`src/rtl/lsu_align.sv`:
```
// lsu_align: turns byte-addressed B/H/W loads and stores into word-aligned memory transactions with byte strobes.
// Latency: aligned access responds 2 cycles after acceptance (zero-wait memory); a split adds one cycle; rejects respond next cycle.
// Backpressure: req_ready only while idle; all mem_* outputs are held stable while mem_valid=1 and mem_ready=0.
// Build option: define LSU_MISALIGNED_SPLIT_EN to split word-crossing accesses in two; otherwise they are rejected with resp_err.
module lsu_align #(
    parameter int ADDR_W = 32
) (
    input  logic              clk,
    input  logic              rst,
    input  logic              req_valid,
    output logic              req_ready,
    input  logic              req_we,
    input  logic [ADDR_W-1:0] req_addr,
    input  logic [2:0]        req_funct3,
    input  logic [31:0]       req_wdata,
    output logic              mem_valid,
    input  logic              mem_ready,
    output logic              mem_we,
    output logic [ADDR_W-1:0] mem_addr,
    output logic [3:0]        mem_wstrb,
    output logic [31:0]       mem_wdata,
    input  logic [31:0]       mem_rdata,
    output logic              resp_valid,
    output logic [31:0]       resp_rdata,
    output logic              resp_err
);

    typedef enum logic [1:0] {
        IDLE = 2'd0,
        ACC0 = 2'd1,
`ifdef LSU_MISALIGNED_SPLIT_EN
        ACC1 = 2'd2,
`endif
        RESP = 2'd3
    } state_t;

    state_t            state_q, state_d;
    logic              req_ready_q, req_ready_d;
    logic              mem_valid_q, mem_valid_d;
    logic              mem_we_q, mem_we_d;
    logic [ADDR_W-1:0] mem_addr_q, mem_addr_d;
    logic [3:0]        mem_wstrb_q, mem_wstrb_d;
    logic [31:0]       mem_wdata_q, mem_wdata_d;
    logic              resp_valid_q, resp_valid_d;
    logic [31:0]       resp_rdata_q, resp_rdata_d;
    logic              resp_err_q, resp_err_d;
    logic [1:0]        off_q, off_d;
    logic [2:0]        f3_q, f3_d;
    logic              we_q, we_d;
`ifdef LSU_MISALIGNED_SPLIT_EN
    logic              cross_q, cross_d;
    logic [31:0]       lo_q, lo_d;
    logic [31:0]       wdata_hi_q, wdata_hi_d;
    logic [3:0]        wstrb_hi_q, wstrb_hi_d;
`endif

    // Request decode: byte offset, access size, legality and store lane placement.
    logic [1:0]  req_off;
    logic [2:0]  req_size;
    logic [3:0]  st_mask;
    logic [31:0] st_data_m;
    logic        req_cross;
    logic        f3_bad;
    logic [31:0] st_data_lo;
    logic [3:0]  st_strb_lo;
`ifdef LSU_MISALIGNED_SPLIT_EN
    logic [63:0] st_data64;
    logic [7:0]  st_strb8;
`endif

    // Decode the incoming request and place store data/strobes into byte lanes.
    always_comb begin
        req_off = req_addr[1:0];
        case (req_funct3[1:0])
            2'b00: begin
                req_size  = 3'd1;
                st_mask   = 4'b0001;
                st_data_m = {24'b0, req_wdata[7:0]};
            end
            2'b01: begin
                req_size  = 3'd2;
                st_mask   = 4'b0011;
                st_data_m = {16'b0, req_wdata[15:0]};
            end
            default: begin
                req_size  = 3'd4;
                st_mask   = 4'b1111;
                st_data_m = req_wdata;
            end
        endcase
        req_cross = ({1'b0, req_off} + req_size) > 3'd4;
        // Stores have no unsigned variants; loads lack 011 and 11x.
        if (req_we) begin
            f3_bad = req_funct3[2] || (req_funct3[1:0] == 2'b11);
        end else begin
            f3_bad = (req_funct3 == 3'b011) || (req_funct3[2] && req_funct3[1]);
        end
`ifdef LSU_MISALIGNED_SPLIT_EN
        st_data64  = {32'b0, st_data_m} << {req_off, 3'b000};
        st_strb8   = {4'b0, st_mask} << req_off;
        st_data_lo = st_data64[31:0];
        st_strb_lo = st_strb8[3:0];
`else
        st_data_lo = st_data_m << {req_off, 3'b000};
        st_strb_lo = st_mask << req_off;
`endif
    end

    // Truncate a right-justified load word to the access size and extend it.
    function automatic logic [31:0] ld_ext(input logic [31:0] w, input logic [2:0] f3);
        case (f3[1:0])
            2'b00:   ld_ext = f3[2] ? {24'b0, w[7:0]}  : {{24{w[7]}}, w[7:0]};
            2'b01:   ld_ext = f3[2] ? {16'b0, w[15:0]} : {{16{w[15]}}, w[15:0]};
            default: ld_ext = w;
        endcase
    endfunction

    // Next-state and next-output logic for the access sequencer.
    always_comb begin
        state_d      = state_q;
        mem_valid_d  = mem_valid_q;
        mem_we_d     = mem_we_q;
        mem_addr_d   = mem_addr_q;
        mem_wstrb_d  = mem_wstrb_q;
        mem_wdata_d  = mem_wdata_q;
        resp_valid_d = 1'b0;
        resp_rdata_d = '0;
        resp_err_d   = 1'b0;
        off_d        = off_q;
        f3_d         = f3_q;
        we_d         = we_q;
`ifdef LSU_MISALIGNED_SPLIT_EN
        cross_d      = cross_q;
        lo_d         = lo_q;
        wdata_hi_d   = wdata_hi_q;
        wstrb_hi_d   = wstrb_hi_q;
`endif
        case (state_q)
            IDLE: begin
                if (req_valid && req_ready_q) begin
                    off_d = req_off;
                    f3_d  = req_funct3;
                    we_d  = req_we;
`ifdef LSU_MISALIGNED_SPLIT_EN
                    cross_d    = req_cross;
                    wdata_hi_d = req_we ? st_data64[63:32] : 32'b0;
                    wstrb_hi_d = req_we ? st_strb8[7:4] : 4'b0;
                    if (f3_bad) begin
`else
                    if (f3_bad || req_cross) begin
`endif
                        state_d      = RESP;
                        resp_valid_d = 1'b1;
                        resp_err_d   = 1'b1;
                    end else begin
                        state_d     = ACC0;
                        mem_valid_d = 1'b1;
                        mem_we_d    = req_we;
                        mem_addr_d  = {req_addr[ADDR_W-1:2], 2'b00};
                        mem_wstrb_d = req_we ? st_strb_lo : 4'b0;
                        mem_wdata_d = req_we ? st_data_lo : 32'b0;
                    end
                end
            end
            ACC0: begin
                if (mem_ready) begin
`ifdef LSU_MISALIGNED_SPLIT_EN
                    lo_d = mem_rdata;
                    if (cross_q) begin
                        // Second word: next address (wraps at the top of memory), upper lanes.
                        state_d     = ACC1;
                        mem_addr_d  = mem_addr_q + ADDR_W'(4);
                        mem_wstrb_d = wstrb_hi_q;
                        mem_wdata_d = wdata_hi_q;
                    end else
`endif
                    begin
                        state_d      = RESP;
                        mem_valid_d  = 1'b0;
                        mem_we_d     = 1'b0;
                        mem_addr_d   = '0;
                        mem_wstrb_d  = 4'b0;
                        mem_wdata_d  = 32'b0;
                        resp_valid_d = 1'b1;
                        resp_rdata_d = we_q ? 32'b0 : ld_ext(mem_rdata >> {off_q, 3'b000}, f3_q);
                    end
                end
            end
`ifdef LSU_MISALIGNED_SPLIT_EN
            ACC1: begin
                if (mem_ready) begin
                    state_d      = RESP;
                    mem_valid_d  = 1'b0;
                    mem_we_d     = 1'b0;
                    mem_addr_d   = '0;
                    mem_wstrb_d  = 4'b0;
                    mem_wdata_d  = 32'b0;
                    resp_valid_d = 1'b1;
                    resp_rdata_d = we_q ? 32'b0
                                 : ld_ext(32'({mem_rdata, lo_q} >> {off_q, 3'b000}), f3_q);
                end
            end
`endif
            RESP: begin
                state_d = IDLE;
            end
            default: begin
                state_d = IDLE;
            end
        endcase
        req_ready_d = (state_d == IDLE);
    end

    // State and registered outputs; reset abandons any access in flight.
    always_ff @(posedge clk) begin
        if (rst) begin
            state_q      <= IDLE;
            req_ready_q  <= 1'b0;
            mem_valid_q  <= 1'b0;
            mem_we_q     <= 1'b0;
            mem_addr_q   <= '0;
            mem_wstrb_q  <= 4'b0;
            mem_wdata_q  <= 32'b0;
            resp_valid_q <= 1'b0;
            resp_rdata_q <= 32'b0;
            resp_err_q   <= 1'b0;
            off_q        <= 2'b0;
            f3_q         <= 3'b0;
            we_q         <= 1'b0;
`ifdef LSU_MISALIGNED_SPLIT_EN
            cross_q      <= 1'b0;
            lo_q         <= 32'b0;
            wdata_hi_q   <= 32'b0;
            wstrb_hi_q   <= 4'b0;
`endif
        end else begin
            state_q      <= state_d;
            req_ready_q  <= req_ready_d;
            mem_valid_q  <= mem_valid_d;
            mem_we_q     <= mem_we_d;
            mem_addr_q   <= mem_addr_d;
            mem_wstrb_q  <= mem_wstrb_d;
            mem_wdata_q  <= mem_wdata_d;
            resp_valid_q <= resp_valid_d;
            resp_rdata_q <= resp_rdata_d;
            resp_err_q   <= resp_err_d;
            off_q        <= off_d;
            f3_q         <= f3_d;
            we_q         <= we_d;
`ifdef LSU_MISALIGNED_SPLIT_EN
            cross_q      <= cross_d;
            lo_q         <= lo_d;
            wdata_hi_q   <= wdata_hi_d;
            wstrb_hi_q   <= wstrb_hi_d;
`endif
        end
    end

    assign req_ready  = req_ready_q;
    assign mem_valid  = mem_valid_q;
    assign mem_we     = mem_we_q;
    assign mem_addr   = mem_addr_q;
    assign mem_wstrb  = mem_wstrb_q;
    assign mem_wdata  = mem_wdata_q;
    assign resp_valid = resp_valid_q;
    assign resp_rdata = resp_rdata_q;
    assign resp_err   = resp_err_q;

endmodule

```
`config.mk`:
```
export PLATFORM = sky130hd
export DESIGN_NAME = lsu_align
export DESIGN_NICKNAME = d
export VERILOG_FILES = /design/src/rtl/lsu_align.sv
export SDC_FILE = /design/constraint.sdc
export NUM_CORES = 1
export LEC_CHECK = 0
export ABC_AREA = 1
export CORE_MARGIN = 3
export CORE_UTILIZATION = 47
export DETAILED_ROUTE_END_ITERATION = 10
export GPL_ROUTABILITY_DRIVEN = 0
export GPL_TIMING_DRIVEN = 0
export PLACE_DENSITY = 0.95
export RECOVER_POWER = 50
export SLEW_MARGIN = 20
export SYNTH_ARGS = -nofsm -noshare
export SYNTH_HDL_FRONTEND = slang
export SYNTH_SLANG_ARGS = --single-unit
```
`constraint.sdc`:
```
create_clock -name clk -period 4.4 [get_ports clk]
set_input_delay 1.1 -clock clk [delete_from_list [all_inputs] [get_ports clk]]
set_output_delay 1.1 -clock clk [all_outputs]
set_load 0.02 [all_outputs]
```
==> results of run 1 <==
layer usage:
layer  global-route usage  up-vias  share of wire
met5                    0        -              0
met4               0.1266        0          0.042
met3              0.07601       67          0.099
met2               0.4565      353           0.48
met1               0.3224     2612           0.38
li1                     -     2824              -
area by class of cell:
cell class,instances,area share
antenna,1,0.0003202
buffer,55,0.04115
clock buffer,11,0.03234
clock inverter,5,0.004963
inverter,45,0.02193
multi-input combinational,535,0.3313
sequential,111,0.2843
tap,140,0.02241
timing repair buffer,204,0.2613
final timing paths:
check                      from              to  slack, ps
setup / recovery  req_funct3[1]   mem_wdata[20]        890
hold / removal     mem_addr[14]    mem_addr[14]        460
setup reg to reg     state_q[1]  resp_rdata[10]       2140
hold reg to reg    mem_addr[14]    mem_addr[14]        460
registers in the layout, indices dropped and copies added (netlist names):
register and flops:
resp_rdata 32, mem_valid 1, mem_addr 30, req_ready 1, resp_valid 1, resp_err 1
off_q 2, mem_we 1, we_q 1, mem_wdata 32, f3_q 3, mem_wstrb 4
state_q 2
power groups by stage:
stage                     Combinational [µW]  Sequential [µW]  Clock (µW)
after global routing                     559             1050         847
after detailed placement                 511             1070           0
final                                    515             1050         799
after floorplan                          269             1090           0
after CTS                                515             1050         802
after global placement                   502             1070           0
cells by family (layout without fill, tap and decap cells):
logic type      Yosys count  in the layout  share of synthesized area
fa+ha+maj                 3              3                   0.008464
flops                   111            111                     0.4176
compound gates          143            143                     0.1611
simple gates            387            387                     0.3186
other cells               1              3                  0.0007047
buf+inv                 100            320                    0.09358
through the flow:
stage | setup WS (ps) | utilization
6_report | 890.2 | 0.7146
5_1_grt | 713.8 | 0.7146
4_1_cts | 931.9 | 0.7164
3_5_place_dp | 583.4 | 0.6897
3_3_place_gp | 639.6 | 0.6897
2_1_floorplan | 1441 | -
worst reg2reg max path: cells and delay by family (launching register included):
family                 cells  cell delay (ps)
AOI/OAI and AO/OA          1              270
buffers and inverters      3              660
DFF                        1              310
and+or+nand+nor            3              940
cell usage in the layout (no fill, tap or decap), types with 2 or more instances in the layout:
cell,n
nand2_1,233
clkdlybuf4s50_1,129
dfxtp_1,111
dlygate4sd3_1,75
a21oi_1,72
nand3_1,69
inv_1,38
nor2_1,35
nand2_2,34
a21oi_2,30
o21ai_0,26
clkbuf_1,24
buf_2,16
nor3_1,10
clkbuf_16,9
buf_4,8
a31oi_1,7
a211oi_1,6
inv_2,5
buf_12,4
buf_1,3
o21a_1,2
ha_1,2
conb_1,2
inv_6,2
clkbuf_8,2
==> metrics.yaml, run 1 <==
outcome: "completed"
cp.arrival_ps: 3710
start_util: 0.4866
cp_max_fo: 10
multi_input_area_um2: 2589
cts_buffers: 9
ys_seq_area_frac: 0.4176
via_count: 5856
switching_power_uw: 690.0
detail_route.wl_per_cell_um: 15.71
cap_violations: 0
crit_chain: "clkdlybuf4s50_1, nor2_1, ha_1, inv_1, fa_1, nand2_1, nand2_2, nand3_4, nand2_4, inv_4, buf_12, buf_12, nand2_2, a21oi_2"
tns_ps: 0
dr.pass1.iters: 8
track_usage: 0.2719
clk_path_buf_depth: 2
htree_levels: 3
fp.coreArea_um2: 10940
yosysMostFrequentCell: "nand2_1"
maxSlewHeadroom: 0.4213
die_area_um2: 12630
numClockSinks: 111
sequentialPowerShare: 0.443
yosysUniqueCellTypes: 32
ant_nets: 0
p_total_uw: 2360
post-cts-setup-buffer-count: 0
grt_max_degree: 19
fmax_mhz: 284.9
synth_common_cells: "232 x nand2_1, 111 x dfxtp_1, 72 x a21oi_1, 69 x nand3_1, 38 x inv_1"
period_needed_ps: 3510
hold_depth: 2
start_kind: "primary input"
dp.cells: 1090
register_area_um2: 2222
synth_top_cell_by_area: "dfxtp_1"
vias_per_cell: 5.290
wl_um: 17390
p_per_area_nw_per_um2: 302.0
final_cells: 1107
synthTopCellsByArea: "dfxtp_1 42%, nand2_1 16%, a21oi_1 6.8%"
cts-root-buf: "clkbuf_16"
ff2ff_path_depth: 7
yosysWarningCount: 0
grt_pass1_vias: 5701
drv_slew: 0
nNetsFinal: 1068
combPwrFrac: 0.218
die_h_um: 112.4
fillers: 810
synth_edf_count: 0
worstMarginPinSlew_ps: 868.1
die_w_um: 112.4
syn_area_per_cell_um2: 7.143
clk_pin_slew_ps: 70
drive_gt1_frac: 0.1232
pwr-share-clk: 0.339
final_area_um2: 7815
slowest_stage: "clkdlybuf4s50_1"
hpwl_um: 13240
syn_area_um2: 5321
crit_family: "simple AND/OR/NAND/NOR gates"
dpl_cell_area_um2: 7542
syn2layout_area_growth_pct: 46.86
finalSetupViolCount: 0
grt_pass1_wl_um: 27920
crit_cells: 14
required_ps: 4600
rsz0062_at_grt: "no"
slowest_delay_ps: 490
ir_worst_vdd_mv: 0.2174
hold_buffers: 0
post-route-drc-count: 0
antenna_found_initial: 1
synth_cells: 745
crit_buf_inv: 5
gr-total-overflow: 0
final-hold-violation-count: 0
internal-power_uw: 1670
io_pins: 209
clk_latency_ps: 350
port_buffers: 204
rows: 38
crit_path_end_kind: "flop"
drt_iter0_drc: 465
post_cts_resized: 0
hold_slack_ps: 460.8
synth-seq-cells: 111
crit_type: "primary input to flop"
synth_top_area_frac: 0.4176
synth-main-ff-cell: "dfxtp_1"
cts_tree: "yes"
synth_async_sr_flop_share: 0
p_leak_uw: 0.003325
hold_path.class: "flop to flop"
fin_crit_sh: 0.7977
finClkSkew_ps: 10.13
switching_share: 0.2923
Note: power is estimated with default switching activity, not from simulation.
==> run 2, diff against run 1 <==
Settings changed: CORE_UTILIZATION 47 to 44, PLACE_DENSITY 0.95 to 0.92.
Clock period 4.4 ns to 3.4 ns, I/O delays scaled along.
==> metrics.yaml, run 2 (synthesized netlist as in run 1, its figures left out) <==
dr.pass1.iters: 6  # -2
combPwrFrac: 0.211  # -0.007
clk_path_buf_depth: 2  # unchanged
die_area_um2: 13450  # +6.4%
drt_iter0_drc: 673  # +45%
fp.coreArea_um2: 11610  # +6.2%
detail_route.wl_per_cell_um: 15.72  # about the same
die_h_um: 116.0  # +3.2%
num_antenna_cells: 0  # -1
switching_power_uw: 942.2  # +37%
required_ps: 3610  # -990 ps
drive_gt1_frac: 0.1242  # +0.001035
hold_buffers: 0  # unchanged
final_common_cell: "nand2_1"
io_pins: 209  # unchanged
track_usage: 0.2542  # -0.01774
crit_path_end_kind: "flop"
post-route-drc-count: 0  # unchanged
period_needed_ps: 3130
p_total_uw: 3157  # +34%
cap_violations: 0  # unchanged
rows: 39  # +2.6%
rsz0062_at_grt: "no"
ir_worst_vdd_mv: 0.2998  # +38%
sequentialPowerShare: 0.428  # -0.015
finClkSkew_ps: 13.78  # +3.648 ps
nNetsFinal: 1068  # unchanged
fin_crit_sh: 0.9206
internal-power_uw: 2215  # +33%
ant_nets: 0  # unchanged
finalSetupViolCount: 0  # unchanged
use_met3: 0.06789  # -0.008126
post-cts-setup-buffer-count: 0  # unchanged
use_met2: 0.4350  # -0.02151
crit_type: "primary input to flop"
pwr-share-clk: 0.361  # +0.022
antenna_found_initial: 0  # -1
cts-root-buf: "clkbuf_16"
numClockSinks: 111  # unchanged
outcome: "completed"
cp_max_fo: 10  # unchanged
hpwl_um: 13220  # -0.18%
vias_per_cell: 5.280  # -0.20%
hold_path.class: "flop to flop"
p_per_area_nw_per_um2: 402.0  # +33%
grt_use_met1: 0.2975  # -0.02492
cp.arrival_ps: 3340  # -370 ps
layout_common_cells: "233 x nand2_1, 124 x clkdlybuf4s50_1, 111 x dfxtp_1"
cts_buffers: 9  # unchanged
dp.cells: 1093  # +0.28%
fillers: 921  # +14%
utilization: 0.6761  # -0.03850
final_area_um2: 7853  # +0.48%
grt_pass1_wl_um: 26930  # -3.5%
grt_max_degree: 22  # +3
grt_pass1_vias: 5553  # -2.6%
maxSlewHeadroom: 0.4068  # -0.01451
cts_tree: "yes"
htree_levels: 3  # unchanged
clk_pin_slew_ps: 80  # about the same
p_leak_uw: 0.003358  # +0.99%
start_kind: "primary input"
gr-total-overflow: 0  # unchanged
syn2layout_area_growth_pct: 47.57
final-hold-violation-count: 0  # unchanged
drv_slew: 0  # unchanged
worstMarginPinSlew_ps: 889.8  # +21.77 ps
die_w_um: 116.0  # +3.2%
port_buffers: 204  # unchanged
start_util: 0.4582  # -0.02841
wl_um: 17440  # +0.25%
busiest_layer: "met2"
fmax_mhz: 319.5
via_count: 5855  # -0.017%
dpl_cell_area_um2: 7546  # about the same
final_cells: 1109  # +0.18%
switching_share: 0.2985  # +0.006132
clk_latency_ps: 360  # about the same
==> run 2: changes by cell type in the layout (fill, tap and decap cells not counted), sizes merged <==
cell,before,now
bufinv,0,1
clkbuf,35,33
clkdlybuf4s50,129,124
clkinv,3,4
clkinvlp,1,0
diode,1,0
dlygate4sd3,75,80
inv,46,47
==> run 2: worst max-delay path: stages <==
cell and delay, ps:
clkdlybuf4s50_1 510, nor2_2 320, ha_1 220, inv_1 50, fa_1 480, nand2_1 60
nand2_2 90, nand3_4 120, nand2_4 160, inv_4 60, buf_12 140, buf_12 150
nand2_2 60, a21oi_2 50
==> run 2: area by class of cell <==
class                      count  area, µm²  area share
inverter                      45      171.4     0.02183
sequential                   111       2222      0.2830
tap                          143      178.9     0.02279
clock inverter                 7      100.1     0.01275
timing repair buffer         204       2042      0.2600
buffer                        55      321.6     0.04095
multi-input combinational    535       2591      0.3300
clock buffer                   9      225.2     0.02868
==> run 2: power groups by stage <==
stage,Clock (µW),Combinational [µW],Sequential [µW]
2_1_floorplan,0,348,1420
3_3_place_gp,0,653,1380
3_5_place_dp,0,661,1380
4_1_cts,1150,666,1350
5_1_grt,1190,723,1360
6_report,1140,666,1350
==> run 2: worst paths after layout <==
| check | from | to | slack, ps | cells past startpoint |
|---|---|---|---|---|
| min reg2reg | mem_addr[27] | mem_addr[27] | 460 | 2 |
| max reg2reg | state_q[0] | resp_rdata[14] | 1100 | 6 |
| min | mem_addr[27] | mem_addr[27] | 460 | 2 |
| max | req_funct3[1] | mem_wdata[17] | 270 | 14 |
==> run 2: metrics by stage <==
stage | hold slack (ps) | setup slack [ps] | TNS [ps]
final | 458.0 | 269.9 | 0
after CTS | 463.5 | 165.6 | 0
after global routing | 477.6 | 50.29 | 0
after global placement | 448.0 | -116.0 | -3916
after floorplan | 479.1 | 690.9 | 0
after detailed placement | 451.4 | -204.1 | -8583
==> run 2: what timing repair did <==
action | CTS | global route
setup endpoints to repair | 0 | 55
endpoints found under the hold margin | 0 | 0
resized for setup | 0 | 1
==> run 2: metal layers <==
metal / vias to the layer above / part of all wire / wire, µm
met5: - / 0 / 0
met4: 0 / 0.035 / 614
met3: 57 / 0.11 / 1890
met2: 378 / 0.47 / 8251
met1: 2589 / 0.38 / 6679
li1: 2831 / - / -
==> run 3, diff against run 2 <==
Settings changed: CTS_CLUSTER_DIAMETER set to 50, PLACE_DENSITY 0.92 to 0.79.
==> metrics.yaml, run 3 (synthesized netlist as in run 1, its figures left out) <==
outcome: "completed"
clk_latency_ps: 350  # about the same
multi_input_area_um2: 2591  # unchanged
port_buffers: 204  # unchanged
cts_tree: "yes"
layout_common_cells: "233 x nand2_1, 122 x clkdlybuf4s50_1, 111 x dfxtp_1"
num_antenna_cells: 0  # unchanged
via_count: 5561  # -5.0%
antenna_found_initial: 0  # unchanged
crit_path_end_kind: "flop"
finClkSkew_ps: 6.830  # -6.946 ps
fillers: 1007  # +9.3%
finalSetupViolCount: 0  # unchanged
htree_levels: 3  # unchanged
die_h_um: 116.0  # unchanged
hold_buffers: 0  # unchanged
grt_pass1_wl_um: 26080  # -3.1%
clk_pin_slew_ps: 70  # about the same
final_cells: 1109  # unchanged
final_area_um2: 7823  # -0.38%
io_pins: 209  # unchanged
ir_worst_vdd_mv: 0.2459  # -18%
crit_type: "primary input to flop"
cts_buffers: 9  # unchanged
period_needed_ps: 3136  # +6.320 ps
fp.coreArea_um2: 11610  # unchanged
top_layer: "met4"
clk_path_buf_depth: 2  # unchanged
required_ps: 3600  # about the same
drv_slew: 0  # unchanged
fmax_mhz: 318.8  # -0.20%
crit_chain: "clkdlybuf4s50_1, nor2_2, ha_1, inv_1, fa_1, nand2_1, nand2_2, nand3_4, nand2_4, inv_4, buf_12, buf_12, nand2_2, a21oi_2"
grt_max_degree: 19  # -14%
met2_length_um: 7636  # -7.5%
track_usage: 0.2470  # -0.007209
wl_um: 16700  # -4.2%
die_area_um2: 13450  # unchanged
rows: 39  # unchanged
syn2layout_area_growth_pct: 47.00
cp.arrival_ps: 3340  # about the same
detail_route.wl_per_cell_um: 15.06  # -4.2%
cts-root-buf: "clkbuf_16"
p_per_area_nw_per_um2: 389.4  # -3.1%
hpwl_um: 12810  # -3.1%
final-hold-violation-count: 0  # unchanged
start_util: 0.4582  # unchanged
cp_max_fo: 10  # unchanged
gr-total-overflow: 0  # unchanged
timing.final.ws_setup_ps: 263.5  # -6.320 ps
dp.cells: 1093  # unchanged
rsz0062_at_grt: "no"
ant_nets: 0  # unchanged
fin_crit_sh: 0.9225  # +0.001859
hold_path.class: "flop to flop"
slowest_delay_ps: 540  # +30 ps
utilization: 0.6736  # -0.002585
post-cts-setup-buffer-count: 0  # unchanged
slowest_stage: "clkdlybuf4s50_1"
post_cts_resized: 0  # unchanged
drt_iter0_drc: 455  # -32%
register_area_um2: 2222  # unchanged
nNetsFinal: 1068  # unchanged
start_kind: "primary input"
p_leak_uw: 0.003354  # about the same
wl_met1_um: 7252  # +8.6%
die_w_um: 116.0  # unchanged
p_total_uw: 3046  # -3.5%
post-route-drc-count: 0  # unchanged
maxSlewHeadroom: 0.3991  # -0.007693
final_common_cell: "nand2_1"
grt_pass1_vias: 5190  # -6.5%
dr.pass1.iters: 5  # -1
drive_gt1_frac: 0.1253  # +0.001035
cap_violations: 0  # unchanged
dpl_cell_area_um2: 7546  # unchanged
worstMarginPinSlew_ps: 901.4  # +11.54 ps
wl_met3_um: 1338  # -29%
pre_cts_slack_ps: -211.2  # -7.102 ps
vias_per_cell: 5.014  # -5.0%
numClockSinks: 111  # unchanged
-- run 3: per-layer routing --
layer | vias to the layer above | track usage
met5 | - | 0
met4 | 0 | 0.1067
met3 | 30 | 0.05640
met2 | 235 | 0.3924
met1 | 2450 | 0.3223
li1 | 2846 | -
-- run 3: path summary, 6_finish.rpt --
check	start	end	slack (ps)	depth (start not counted)
worst max-delay path	req_funct3[1]	mem_wdata[20]	260	14
worst min-delay path	mem_addr[26]	mem_addr[26]	460	2
worst max register to register	state_q[1]	resp_rdata[13]	1250	7
worst min register to register	mem_addr[26]	mem_addr[26]	460	2
-- run 3: final cells by class --
class / instances / area share
clock inverter: 5 / 0.005278
sequential: 111 / 0.2841
timing repair buffer: 204 / 0.2610
inverter: 45 / 0.02191
multi-input combinational: 535 / 0.3313
tap: 143 / 0.02287
buffer: 55 / 0.04127
clock buffer: 11 / 0.03231
-- run 3: power breakdown --
group          switching [µW]  internal [µW]  total (µW)  leakage [µW]
combinational             373            282         655       0.00231
clock                     495            544        1040      0.000144
sequential               16.7           1340        1350      0.000897
-- run 3: worst max-delay path: cells and delay by family --
family | cells | cell delay, ps
buffers and inverters | 5 | 950
AOI/OAI and AO/OA | 1 | 50
and+or+nand+nor | 6 | 820
adders and majority gates | 2 | 680
-- run 3: metrics by stage --
| step | TNS [ps] | hold slack (ps) |
|---|---|---|
| after detailed placement | -9419 | 450.2 |
| after CTS | 0 | 463.1 |
| after global placement | -8580 | 446.9 |
| after floorplan | 0 | 479.1 |
| after global routing | 0 | 475.0 |
| final | 0 | 458.8 |
